--- src/rtl/bcd_field_editor.sv ---
// Signed-BCD entry editor: cursor-driven digit editing (wrap or carry/saturate),
// scrolling display window, cursor blink, parallel load and overflow pulse.
//
// Blink phase:
//   state      | meaning
//   PH_VISIBLE | cursor slot shows its normal code
//   PH_HIDDEN  | cursor slot is blanked (code 31)
module bcd_field_editor #(
    parameter int DIGITS    = 4,
    parameter int WIN       = 4,
    parameter int MODE      = 0,
    parameter int BLINK_DIV = 12500000,
    localparam int CW = $clog2(DIGITS + 2),
    localparam int VW = 4 * DIGITS
) (
    input  logic             clk_i,
    input  logic             rst_ni,
    input  logic             left_i,
    input  logic             right_i,
    input  logic             inc_i,
    input  logic             dec_i,
    input  logic             clr_i,
    input  logic             load_i,
    input  logic [VW-1:0]    load_val_i,
    input  logic             load_neg_i,
    output logic [VW-1:0]    value_o,
    output logic             sign_o,
    output logic [CW-1:0]    curr_o,
    output logic [CW-1:0]    win_base_o,
    output logic [5*WIN-1:0] disp_o,
    output logic             dirty_o,
    output logic             ovf_o
);

    typedef enum logic {PH_VISIBLE = 1'b0, PH_HIDDEN = 1'b1} phase_t;

    localparam int              BW         = $clog2(BLINK_DIV);
    localparam logic [BW-1:0]   BLINK_LAST = BW'(BLINK_DIV - 1);
    localparam logic [CW-1:0]   POS_SIGN   = CW'(DIGITS);
    localparam logic [CW-1:0]   BASE_MAX   = CW'(DIGITS + 1 - WIN);
    localparam logic [4:0]      CODE_MINUS = 5'd26;
    localparam logic [4:0]      CODE_BLANK = 5'd31;

    logic [VW-1:0]    value_q, value_d;
    logic             sign_q, sign_d;
    logic [CW-1:0]    curr_q, curr_d;
    logic [CW-1:0]    base_q, base_d;
    logic             dirty_q, dirty_d;
    logic             ovf_q, ovf_d;
    logic [BW-1:0]    cnt_q, cnt_d;
    phase_t           phase_q, phase_d;
    logic [5*WIN-1:0] disp_q, disp_d;
    logic             restart;

    logic [VW-1:0]    wrap_inc_v, wrap_dec_v, carry_inc_v, borrow_dec_v;
    logic             carry_out, borrow_out;
    logic [3:0]       nib;
    logic [4:0]       sum;
    logic [VW-1:0]    edit_v;
    logic             edit_sat;

    // Keep the cursor inside the visible window after a move.
    function automatic logic [CW-1:0] follow(input logic [CW-1:0] c, input logic [CW-1:0] b);
        logic [CW:0] top;
        top = {1'b0, b} + (CW+1)'(WIN - 1);
        if ({1'b0, c} > top)
            follow = CW'(c - CW'(WIN - 1));
        else if (c < b)
            follow = c;
        else
            follow = b;
    endfunction

    // Slot codes for a given editor state; slot 0 shows position b.
    function automatic logic [5*WIN-1:0] build_disp(input logic [VW-1:0] v, input logic s,
                                                     input logic [CW-1:0] c, input logic [CW-1:0] b,
                                                     input logic hide);
        logic [5*WIN-1:0] d;
        logic [CW:0]      p;
        d = '0;
        for (int i = 0; i < WIN; i++) begin
            p = {1'b0, b} + (CW+1)'(i);
            if (hide && (p == {1'b0, c}))
                d[5*i +: 5] = CODE_BLANK;
            else if (p < (CW+1)'(DIGITS))
                d[5*i +: 5] = {1'b0, 4'(v >> (4 * p))};
            else if (p == (CW+1)'(DIGITS))
                d[5*i +: 5] = s ? CODE_MINUS : CODE_BLANK;
            else
                d[5*i +: 5] = CODE_BLANK;
        end
        return d;
    endfunction

    // Candidate edit results at the cursor: per-digit wrap and full carry/borrow chain.
    always_comb begin
        wrap_inc_v   = value_q;
        wrap_dec_v   = value_q;
        carry_inc_v  = value_q;
        borrow_dec_v = value_q;
        carry_out    = 1'b1;
        borrow_out   = 1'b1;
        nib          = '0;
        sum          = '0;
        for (int i = 0; i < DIGITS; i++) begin
            nib = value_q[4*i +: 4];
            if (CW'(i) == curr_q) begin
                wrap_inc_v[4*i +: 4] = (nib >= 4'd9) ? 4'd0 : nib + 4'd1;
                wrap_dec_v[4*i +: 4] = (nib == 4'd0) ? 4'd9 : nib - 4'd1;
            end
            if (CW'(i) >= curr_q) begin
                sum = {1'b0, nib} + {4'b0, carry_out};
                if (sum > 5'd9) begin
                    carry_inc_v[4*i +: 4] = 4'(sum - 5'd10);
                    carry_out             = 1'b1;
                end else begin
                    carry_inc_v[4*i +: 4] = sum[3:0];
                    carry_out             = 1'b0;
                end
                if (borrow_out && (nib == 4'd0)) begin
                    borrow_dec_v[4*i +: 4] = 4'd9;
                end else begin
                    borrow_dec_v[4*i +: 4] = nib - {3'b0, borrow_out};
                    borrow_out             = 1'b0;
                end
            end
        end
    end

    // One prioritised action per cycle: clr > load > left > right > inc > dec.
    always_comb begin
        value_d  = value_q;
        sign_d   = sign_q;
        curr_d   = curr_q;
        base_d   = base_q;
        dirty_d  = dirty_q;
        ovf_d    = 1'b0;
        restart  = 1'b0;
        edit_v   = inc_i ? wrap_inc_v : wrap_dec_v;
        edit_sat = 1'b0;
        if (MODE != 0) begin
            edit_v   = inc_i ? carry_inc_v : borrow_dec_v;
            edit_sat = inc_i ? carry_out : borrow_out;
        end
        if (clr_i) begin
            value_d = '0;
            sign_d  = 1'b0;
            curr_d  = '0;
            base_d  = '0;
            dirty_d = 1'b0;
        end else if (load_i) begin
            value_d = load_val_i;
            sign_d  = load_neg_i & (load_val_i != '0);
            curr_d  = '0;
            base_d  = '0;
            dirty_d = 1'b0;
        end else if (left_i) begin
            restart = 1'b1;
            if (curr_q == POS_SIGN) begin
                curr_d = '0;
                base_d = '0;
            end else begin
                curr_d = curr_q + 1'b1;
                base_d = follow(curr_q + 1'b1, base_q);
            end
        end else if (right_i) begin
            restart = 1'b1;
            if (curr_q == '0) begin
                curr_d = POS_SIGN;
                base_d = follow(POS_SIGN, BASE_MAX);
            end else begin
                curr_d = curr_q - 1'b1;
                base_d = follow(curr_q - 1'b1, base_q);
            end
        end else if (inc_i || dec_i) begin
            if (curr_q == POS_SIGN) begin
                // A zero magnitude cannot carry a sign, so the toggle is a no-op.
                if (value_q != '0) begin
                    sign_d  = ~sign_q;
                    dirty_d = 1'b1;
                    restart = 1'b1;
                end
            end else if (edit_sat) begin
                ovf_d = 1'b1;
            end else begin
                value_d = edit_v;
                sign_d  = sign_q & (edit_v != '0);
                dirty_d = 1'b1;
                restart = 1'b1;
            end
        end
    end

    // Blink timer: down the phase every BLINK_DIV clocks, restart on user activity.
    always_comb begin
        cnt_d   = cnt_q + 1'b1;
        phase_d = phase_q;
        if (restart) begin
            cnt_d   = '0;
            phase_d = PH_VISIBLE;
        end else if (cnt_q == BLINK_LAST) begin
            cnt_d   = '0;
            phase_d = (phase_q == PH_VISIBLE) ? PH_HIDDEN : PH_VISIBLE;
        end
    end

    // Display codes lag the editor registers by one cycle.
    always_comb begin
        disp_d = build_disp(value_q, sign_q, curr_q, base_q, phase_q == PH_HIDDEN);
    end

    // State registers with synchronous active-low reset.
    always_ff @(posedge clk_i) begin
        if (!rst_ni) begin
            value_q <= '0;
            sign_q  <= 1'b0;
            curr_q  <= '0;
            base_q  <= '0;
            dirty_q <= 1'b0;
            ovf_q   <= 1'b0;
            cnt_q   <= '0;
            phase_q <= PH_VISIBLE;
            disp_q  <= build_disp('0, 1'b0, '0, '0, 1'b0);
        end else begin
            value_q <= value_d;
            sign_q  <= sign_d;
            curr_q  <= curr_d;
            base_q  <= base_d;
            dirty_q <= dirty_d;
            ovf_q   <= ovf_d;
            cnt_q   <= cnt_d;
            phase_q <= phase_d;
            disp_q  <= disp_d;
        end
    end

    assign value_o    = value_q;
    assign sign_o     = sign_q;
    assign curr_o     = curr_q;
    assign win_base_o = base_q;
    assign disp_o     = disp_q;
    assign dirty_o    = dirty_q;
    assign ovf_o      = ovf_q;

endmodule

--- config.mk ---
export PLATFORM = sky130hd
export DESIGN_NAME = bcd_field_editor
export DESIGN_NICKNAME = d
export VERILOG_FILES = /design/src/rtl/bcd_field_editor.sv
export SDC_FILE = /design/constraint.sdc
export NUM_CORES = 1
export LEC_CHECK = 0
export ABC_AREA = 1
export CORE_MARGIN = 1
export CORE_UTILIZATION = 60
export CTS_BUF_LIST = sky130_fd_sc_hd__clkbuf_4 sky130_fd_sc_hd__clkbuf_8
export CTS_CLUSTER_SIZE = 10
export DETAILED_ROUTE_END_ITERATION = 10
export DONT_BUFFER_PORTS = 1
export PLACE_DENSITY = 0.9
export SLEW_MARGIN = 0
export SYNTH_ARGS = -nofsm -noshare
export SYNTH_HDL_FRONTEND = slang
export SYNTH_SLANG_ARGS = --single-unit
--- constraint.sdc ---
create_clock -name clk_i -period 2.7 [get_ports clk_i]
set_clock_uncertainty 0.2 [all_clocks]
set_input_delay 0.81 -clock clk_i [delete_from_list [all_inputs] [get_ports clk_i]]
set_output_delay 0.81 -clock clk_i [all_outputs]
set_load 0.02 [all_outputs]
==> flow_metrics.env, run 1 <==
export IMPL_ys_warn_count=0
export IMPL_vias=5069
export IMPL_totalWireLength_um=13600
export IMPL_avgSynthCellArea_um2=6.95
export IMPL_fill_cells=636
export IMPL_hold_buffers=0
export IMPL_antenna_found_initial=0
export IMPL_holdCritStartpoint="cnt_q[0]$_SDFF_PP0_"
export IMPL_start_util_pct=63.5
export IMPL_num_rows=32
export IMPL_post_drt_wl_per_cell_um=16.2
export IMPL_cap_violations=0
export IMPL_p_comb_share_pct=16.8
export IMPL_slew_violations=0
export IMPL_routed_via_density=6.03
export IMPL_critical_path_max_fanout=5
export IMPL_syn_area_um2=5010
export IMPL_placed_area_um2=5170
export IMPL_drc=0
export IMPL_syn_instance_count=721
export IMPL_period_share_pct=94.4
export IMPL_drtIter0Drc=423
export IMPL_yosysSeqAreaShare_pct=27.6
export IMPL_die_w_um=93.4
export IMPL_post_dp_hpwl_um=10100
export IMPL_ys_ff_latch=69
export IMPL_p_leak_nw=2.30
export IMPL_wl_met2_um=6200
export IMPL_switching_share_pct=31.3
export IMPL_grt_max_degree=33
export IMPL_end_kind="flop"
export IMPL_fin_setup_tns_ns=0
export IMPL_cts_tree="built"
export IMPL_cts_sinks=69
export IMPL_min_to="cnt_q[0]$_SDFF_PP0_"
export IMPL_io_buffers=0
export IMPL_wl_met1_um=5740
export IMPL_hold_viol=0
export IMPL_area_delta_synth_final_pct=8.47
export IMPL_p_switching_mw=0.788
export IMPL_r2r_cells=12
export IMPL_place_ws_ns=0.0720
export IMPL_track_usage_pct=32.6
export IMPL_syn_nets=785
export IMPL_p_total_mw=2.52
export IMPL_design_area_um2=5430
export IMPL_r2r_slack_ns=0.15
export IMPL_post_route_util_pct=68.9
export IMPL_firstDrtPassIters=6
export IMPL_cp_start_kind="flop"
export IMPL_vdd_drop_max_v=0.000233
export IMPL_worstPathArrival_ns=2.64
export IMPL_insertedDiodeCount=0
export IMPL_period_needed_ns=2.55
export IMPL_clock_latency_ns=0.36
export IMPL_cts_clk_slew_worst_paths_ns=0.08
export IMPL_whs_path_depth=1
export IMPL_finalWorstSetupSlack_ns=0.150
export IMPL_cts_buffers=9
export IMPL_internal_power_mw=1.73
export IMPL_r2r_end="win_base_o[2]$_SDFFE_PP0P_"
export IMPL_powerDensity_nw_per_um2=463
export IMPL_fmax_mhz=392
export IMPL_hold_path_class="reg -> reg"
export IMPL_seqPwrFrac_pct=43.8
export IMPL_highest_layer="met4"
export IMPL_overflow=0
export IMPL_drive_gt1_share_pct=14.2
export IMPL_clk_path_buf_depth=2
export IMPL_slew_headroom_pct=58.4
export IMPL_grt_pass1_vias=4875
export IMPL_grt_first_pass_wirelength_um=22400
export IMPL_status="complete, no violations"
export IMPL_tightest_slew_ns=0.624
export IMPL_core_area_um2=7890
export IMPL_ios=70
export IMPL_synth_cell_types=53
export IMPL_postRouteAntennaNets=0
export IMPL_htree_num_levels=3
export IMPL_pwr_share_clk_pct=39.3
export IMPL_gp_congestion=0.948
export IMPL_setup_violations=0
export IMPL_r2r_start="curr_o[0]$_SDFFE_PP0N_"
export IMPL_worst_ep_required_time_ns=2.79
export IMPL_die_area_um2=8720
export IMPL_critPathKind="reg -> reg"
export IMPL_clock_tree_root_cell="clkbuf_8"
export IMPL_die_height_um=93.4
export IMPL_routed_wl_met3_um=1290
export IMPL_rsz0062_at_grt="no"
export IMPL_nets=797
[power groups by stage]
| stage | registers, mW | clock network [mW] | logic (mW) |
|---|---|---|---|
| 6_report | 1.10 | 0.991 | 0.423 |
| 5_1_grt | 1.11 | 1.05 | 0.467 |
| 4_1_cts | 1.10 | 0.994 | 0.407 |
| 3_5_place_dp | 1.13 | 0 | 0.403 |
| 3_3_place_gp | 1.13 | 0 | 0.389 |
| 2_1_floorplan | 1.13 | 0 | 0.311 |
[per-stage QoR]
stage	hold WS (ns)	std cells
after global routing	0.283	840
final	0.253	840
after global placement	0.224	824
after floorplan	0.212	721
after detailed placement	0.247	824
after CTS	0.260	840
[logic make-up (layout without fill, tap and decap cells)]
| group | after synthesis | after routing | share of synthesized area (%) |
|---|---|---|---|
| AND/OR/NAND/NOR | 358 | 358 | 33.6 |
| AO/OA/AOI/OAI | 133 | 133 | 16.0 |
| buffers and inverters | 96 | 113 | 8.64 |
| flip-flops | 69 | 69 | 27.6 |
| adder cells (fa/ha/maj) | 39 | 39 | 9.74 |
| XOR/XNOR | 25 | 25 | 4.37 |
| other | 1 | 1 | 0.0749 |
[synth_stat cells (all sizes together)]
| library cell | count | area (um^2) |
|---|---|---|
| a211oi | 3 | 32.5 |
| a21oi | 46 | 234 |
| a31o | 2 | 17.5 |
| a31oi | 24 | 171 |
| a32oi | 2 | 17.5 |
| and3 | 2 | 13.8 |
| buf | 18 | 138 |
| clkbuf | 6 | 22.5 |
| clkinv | 1 | 3.75 |
| conb | 1 | 3.75 |
| dfxtp | 69 | 1380 |
| ha | 39 | 488 |
| inv | 71 | 269 |
| nand2 | 166 | 651 |
| nand3 | 64 | 335 |
| nand3b | 3 | 22.5 |
| nand4 | 11 | 68.8 |
| nor2 | 86 | 399 |
| nor3 | 7 | 50.1 |
| nor3b | 5 | 57.6 |
| nor4 | 7 | 43.8 |
| o2111ai | 2 | 17.5 |
| o211ai | 4 | 30.0 |
| o21a | 2 | 15.0 |
| o21ai | 41 | 209 |
| o21bai | 2 | 15.0 |
| o221ai | 2 | 17.5 |
| o31ai | 3 | 22.5 |
| or2 | 7 | 43.8 |
| xnor2 | 7 | 61.3 |
| xor2 | 18 | 158 |
[how the worst max path moves through the flow]
stage | start | end | slack (ns) | cells past startpoint
floorplan | win_base_o[0]$_SDFFE_PP0P_ | win_base_o[0]$_SDFFE_PP0P_ | 0.08 | 14
global placement | curr_o[1]$_SDFFE_PP0N_ | win_base_o[0]$_SDFFE_PP0P_ | 0.21 | 12
detailed placement | curr_o[1]$_SDFFE_PP0N_ | win_base_o[0]$_SDFFE_PP0P_ | 0.07 | 12
CTS | curr_o[1]$_SDFFE_PP0N_ | win_base_o[0]$_SDFFE_PP0P_ | 0.06 | 12
global route | win_base_o[0]$_SDFFE_PP0P_ | win_base_o[0]$_SDFFE_PP0P_ | 0.03 | 13
finish | curr_o[0]$_SDFFE_PP0N_ | win_base_o[2]$_SDFFE_PP0P_ | 0.15 | 12
[critical path, stage by stage (launching register included)]
cell      delay [ns]
dfxtp_2         0.35
ha_1            0.21
ha_1            0.29
inv_1           0.09
ha_1            0.30
inv_1           0.04
o21bai_1        0.22
nand3_2         0.18
nand2_1         0.10
nand3_1         0.12
inv_1           0.13
o21ai_1         0.07
a31oi_1         0.17
[layout by cell type (no fill, tap or decap), types with 4 or more instances in the layout]
| cell type | count |
|---|---|
| a21oi_1 | 45 |
| a31oi_1 | 22 |
| buf_4 | 25 |
| clkbuf_8 | 9 |
| dfxtp_1 | 64 |
| dfxtp_2 | 5 |
| ha_1 | 38 |
| inv_1 | 60 |
| inv_2 | 10 |
| nand2_1 | 160 |
| nand3_1 | 60 |
| nand3_2 | 4 |
| nand4_1 | 11 |
| nor2_1 | 73 |
| nor2_2 | 6 |
| nor2_4 | 6 |
| nor3_1 | 4 |
| nor3b_2 | 4 |
| nor4_1 | 7 |
| o211ai_1 | 4 |
| o21ai_0 | 38 |
| or2_2 | 5 |
| xnor2_1 | 7 |
| xor2_1 | 17 |
[state kept, by name, indices dropped and copies added (netlist names)]
| name | count |
|---|---|
| cnt_q | 24 |
| disp_o | 20 |
| value_o | 16 |
| curr_o | 3 |
| win_base_o | 3 |
| dirty_o | 1 |
| phase_q | 1 |
| sign_o | 1 |
[cell type report]
class	instances	area [um^2]	share of cell area [%]
Clock buffer	9	124	2.28
Clock inverter	7	106	1.96
Inverter	72	274	5.04
Multi-Input combinational cell	556	3230	59.4
Sequential cell	69	1390	25.5
Tap cell	102	128	2.35
Timing Repair Buffer	25	188	3.45
[layer usage]
layer	up-vias	GRT usage, %
li1	2428	-
met1	2300	40.2
met2	295	52.8
met3	46	8.29
met4	0	15.5
met5	-	0
[what timing repair did]
action	in CTS	in global routing
resized for setup	0	7
buffers inserted	0	0
setup endpoints to repair	0	3
Note: power is estimated with default switching activity, not from simulation.
==> inputs of run 2 (changes only) <==
--- a/config.mk
+++ b/config.mk
@@ -12,7 +12,8 @@
 export CTS_CLUSTER_SIZE = 10
 export DETAILED_ROUTE_END_ITERATION = 10
 export DONT_BUFFER_PORTS = 1
-export PLACE_DENSITY = 0.9
+export PLACE_DENSITY_LB_ADDON = 0.15
+export SETUP_SLACK_MARGIN = 0.2
 export SLEW_MARGIN = 0
 export SYNTH_ARGS = -nofsm -noshare
 export SYNTH_HDL_FRONTEND = slang
==> constraint.sdc (replaced) <==
create_clock -name clk_i -period 3 [get_ports clk_i]
set_clock_uncertainty 0.2 [all_clocks]
set_input_delay 0.9 -clock clk_i [delete_from_list [all_inputs] [get_ports clk_i]]
set_output_delay 0.9 -clock clk_i [all_outputs]
set_load 0.02 [all_outputs]
==> run 2 against run 1 <==
Effect of this change:
- setup slack better by 0.21 ns
- wire length down 5.0%
- sequential cell count unchanged
- sequential share of layout area up 0.13 points
- critical path depth unchanged
- non-clock buffer count down 6
- clock-buffer cell count up 2
- die area unchanged
- via count down 3.3%
- clock power down 2.3%
- critical path type unchanged
- critical endpoint is now win_base_o[0]$_SDFFE_PP0P_
- largest power group unchanged
==> flow_metrics.env, run 2 (synthesis gave the netlist of run 1 again) <==
export IMPL_grt_max_degree=33
export IMPL_status="complete, no violations"
export IMPL_largest_reg_flops=24
export IMPL_grt_first_pass_wirelength_um=21100
export IMPL_critical_path_max_fanout=6
export IMPL_cap_violations=0
export IMPL_final_cells=834
export IMPL_num_rows=32
export IMPL_vdd_drop_max_v=0.000223
export IMPL_area_delta_synth_final_pct=7.62
export IMPL_drtIter0Drc=331
export IMPL_r2r_cells=12
export IMPL_dp_cells=816
export IMPL_post_dp_hpwl_um=9690
export IMPL_start_util_pct=63.5
export IMPL_whs_ns=0.237
export IMPL_nets=791
export IMPL_fin_setup_tns_ns=0
export IMPL_worstPathArrival_ns=2.69
export IMPL_clk_path_buf_depth=2
export IMPL_fmax_mhz=379
export IMPL_grt_pass1_vias=4436
export IMPL_core_area_um2=7890
export IMPL_overflow=0
export IMPL_drc=0
export IMPL_p_total_mw=2.35
export IMPL_setup_violations=0
export IMPL_cts_sinks=69
export IMPL_p_leak_nw=2.27
export IMPL_track_usage_pct=30.7
export IMPL_vias=4901
export IMPL_hold_path_class="reg -> reg"
export IMPL_critPathKind="reg -> reg"
export IMPL_die_area_um2=8720
export IMPL_final_common_cell="nand2_1"
export IMPL_clock_latency_ns=0.36
export IMPL_rsz0062_at_grt="yes"
export IMPL_clock_tree_root_cell="clkbuf_8"
export IMPL_drive_gt1_share_pct=13.0
export IMPL_cp_start_kind="flop"
export IMPL_hold_viol=0
export IMPL_cts_clk_slew_worst_paths_ns=0.08
export IMPL_firstDrtPassIters=5
export IMPL_period_needed_ns=2.64
export IMPL_regMostFlops="cnt_q"
export IMPL_totalWireLength_um=12900
export IMPL_die_height_um=93.4
export IMPL_slew_violations=0
export IMPL_post_drt_wl_per_cell_um=15.5
export IMPL_powerDensity_nw_per_um2=435
export IMPL_cts_buffers=9
export IMPL_io_buffers=0
export IMPL_cts_tree="built"
export IMPL_slew_headroom_pct=58.2
export IMPL_die_w_um=93.4
export IMPL_antenna_found_initial=0
export IMPL_htree_num_levels=3
export IMPL_place_ws_ns=0.290
export IMPL_ios=70
export IMPL_end_kind="flop"
export IMPL_period_share_pct=87.9
export IMPL_tightest_slew_ns=0.626
export IMPL_routed_via_density=5.88
export IMPL_worst_ep_required_time_ns=3.05
export IMPL_whs_path_depth=1
export IMPL_final_cell_mix="nand2_1, nor2_1, dfxtp_1, inv_1, nand3_1"
export IMPL_finalWorstSetupSlack_ns=0.362
export IMPL_gp_congestion=0.934
export IMPL_postRouteAntennaNets=0
export IMPL_hold_buffers=0
export IMPL_insertedDiodeCount=0
run 2: final timing paths:
path	from	endpoint	slack (ns)
worst max-delay path	curr_o[0]$_SDFFE_PP0N_	win_base_o[0]$_SDFFE_PP0P_	0.36
worst min-delay path	cnt_q[0]$_SDFF_PP0_	cnt_q[0]$_SDFF_PP0_	0.24
worst max register to register	curr_o[0]$_SDFFE_PP0N_	win_base_o[0]$_SDFFE_PP0P_	0.36
worst min register to register	cnt_q[0]$_SDFF_PP0_	cnt_q[0]$_SDFF_PP0_	0.24
run 2: report_power, final:
part           internal, mW  total [mW]  switching [mW]
clock network         0.588       0.968           0.381
registers             0.946       0.999          0.0528
logic                 0.134       0.380           0.247
run 2: final cells by class:
type,instances,area [um^2]
clock inverter,5,106
sequential,69,1380
clock buffer,11,145
timing repair buffer,19,143
fill,674,2500
inverter,72,273
multi-input combinational,556,3210
tap,102,128
run 2: layer usage:
metal  global-route usage (%)  share of wire, %  up-vias
met5                        0                 0        -
met4                     7.82               1.5        0
met3                     7.48               7.3       18
met2                     49.1                45      184
met1                     41.3                46     2275
li1                         -                 -     2424
run 2: worst max-delay path: stages (launching register included):
cell     delay, ns
dfxtp_1       0.38
inv_1         0.13
ha_2          0.41
inv_1         0.10
ha_1          0.31
a21oi_1       0.15
nor2_1        0.07
o21ai_2       0.25
nand3_1       0.11
nand3_1       0.13
inv_1         0.09
o21ai_0       0.15
nor2_1        0.06
run 2: timing repair:
item                       in CTS  in global routing
hold endpoints to repair        0                  0
setup buffers                   0                  2
setup endpoints to repair       0                  6
resized for setup               0                  4
run 2: through the flow:
stage               cell area, um^2  util, %
floorplan                      5020        -
global placement               5110     64.8
detailed placement             5110     64.8
CTS                            5360     68.0
global route                   5390     68.4
finish                         5390     68.4
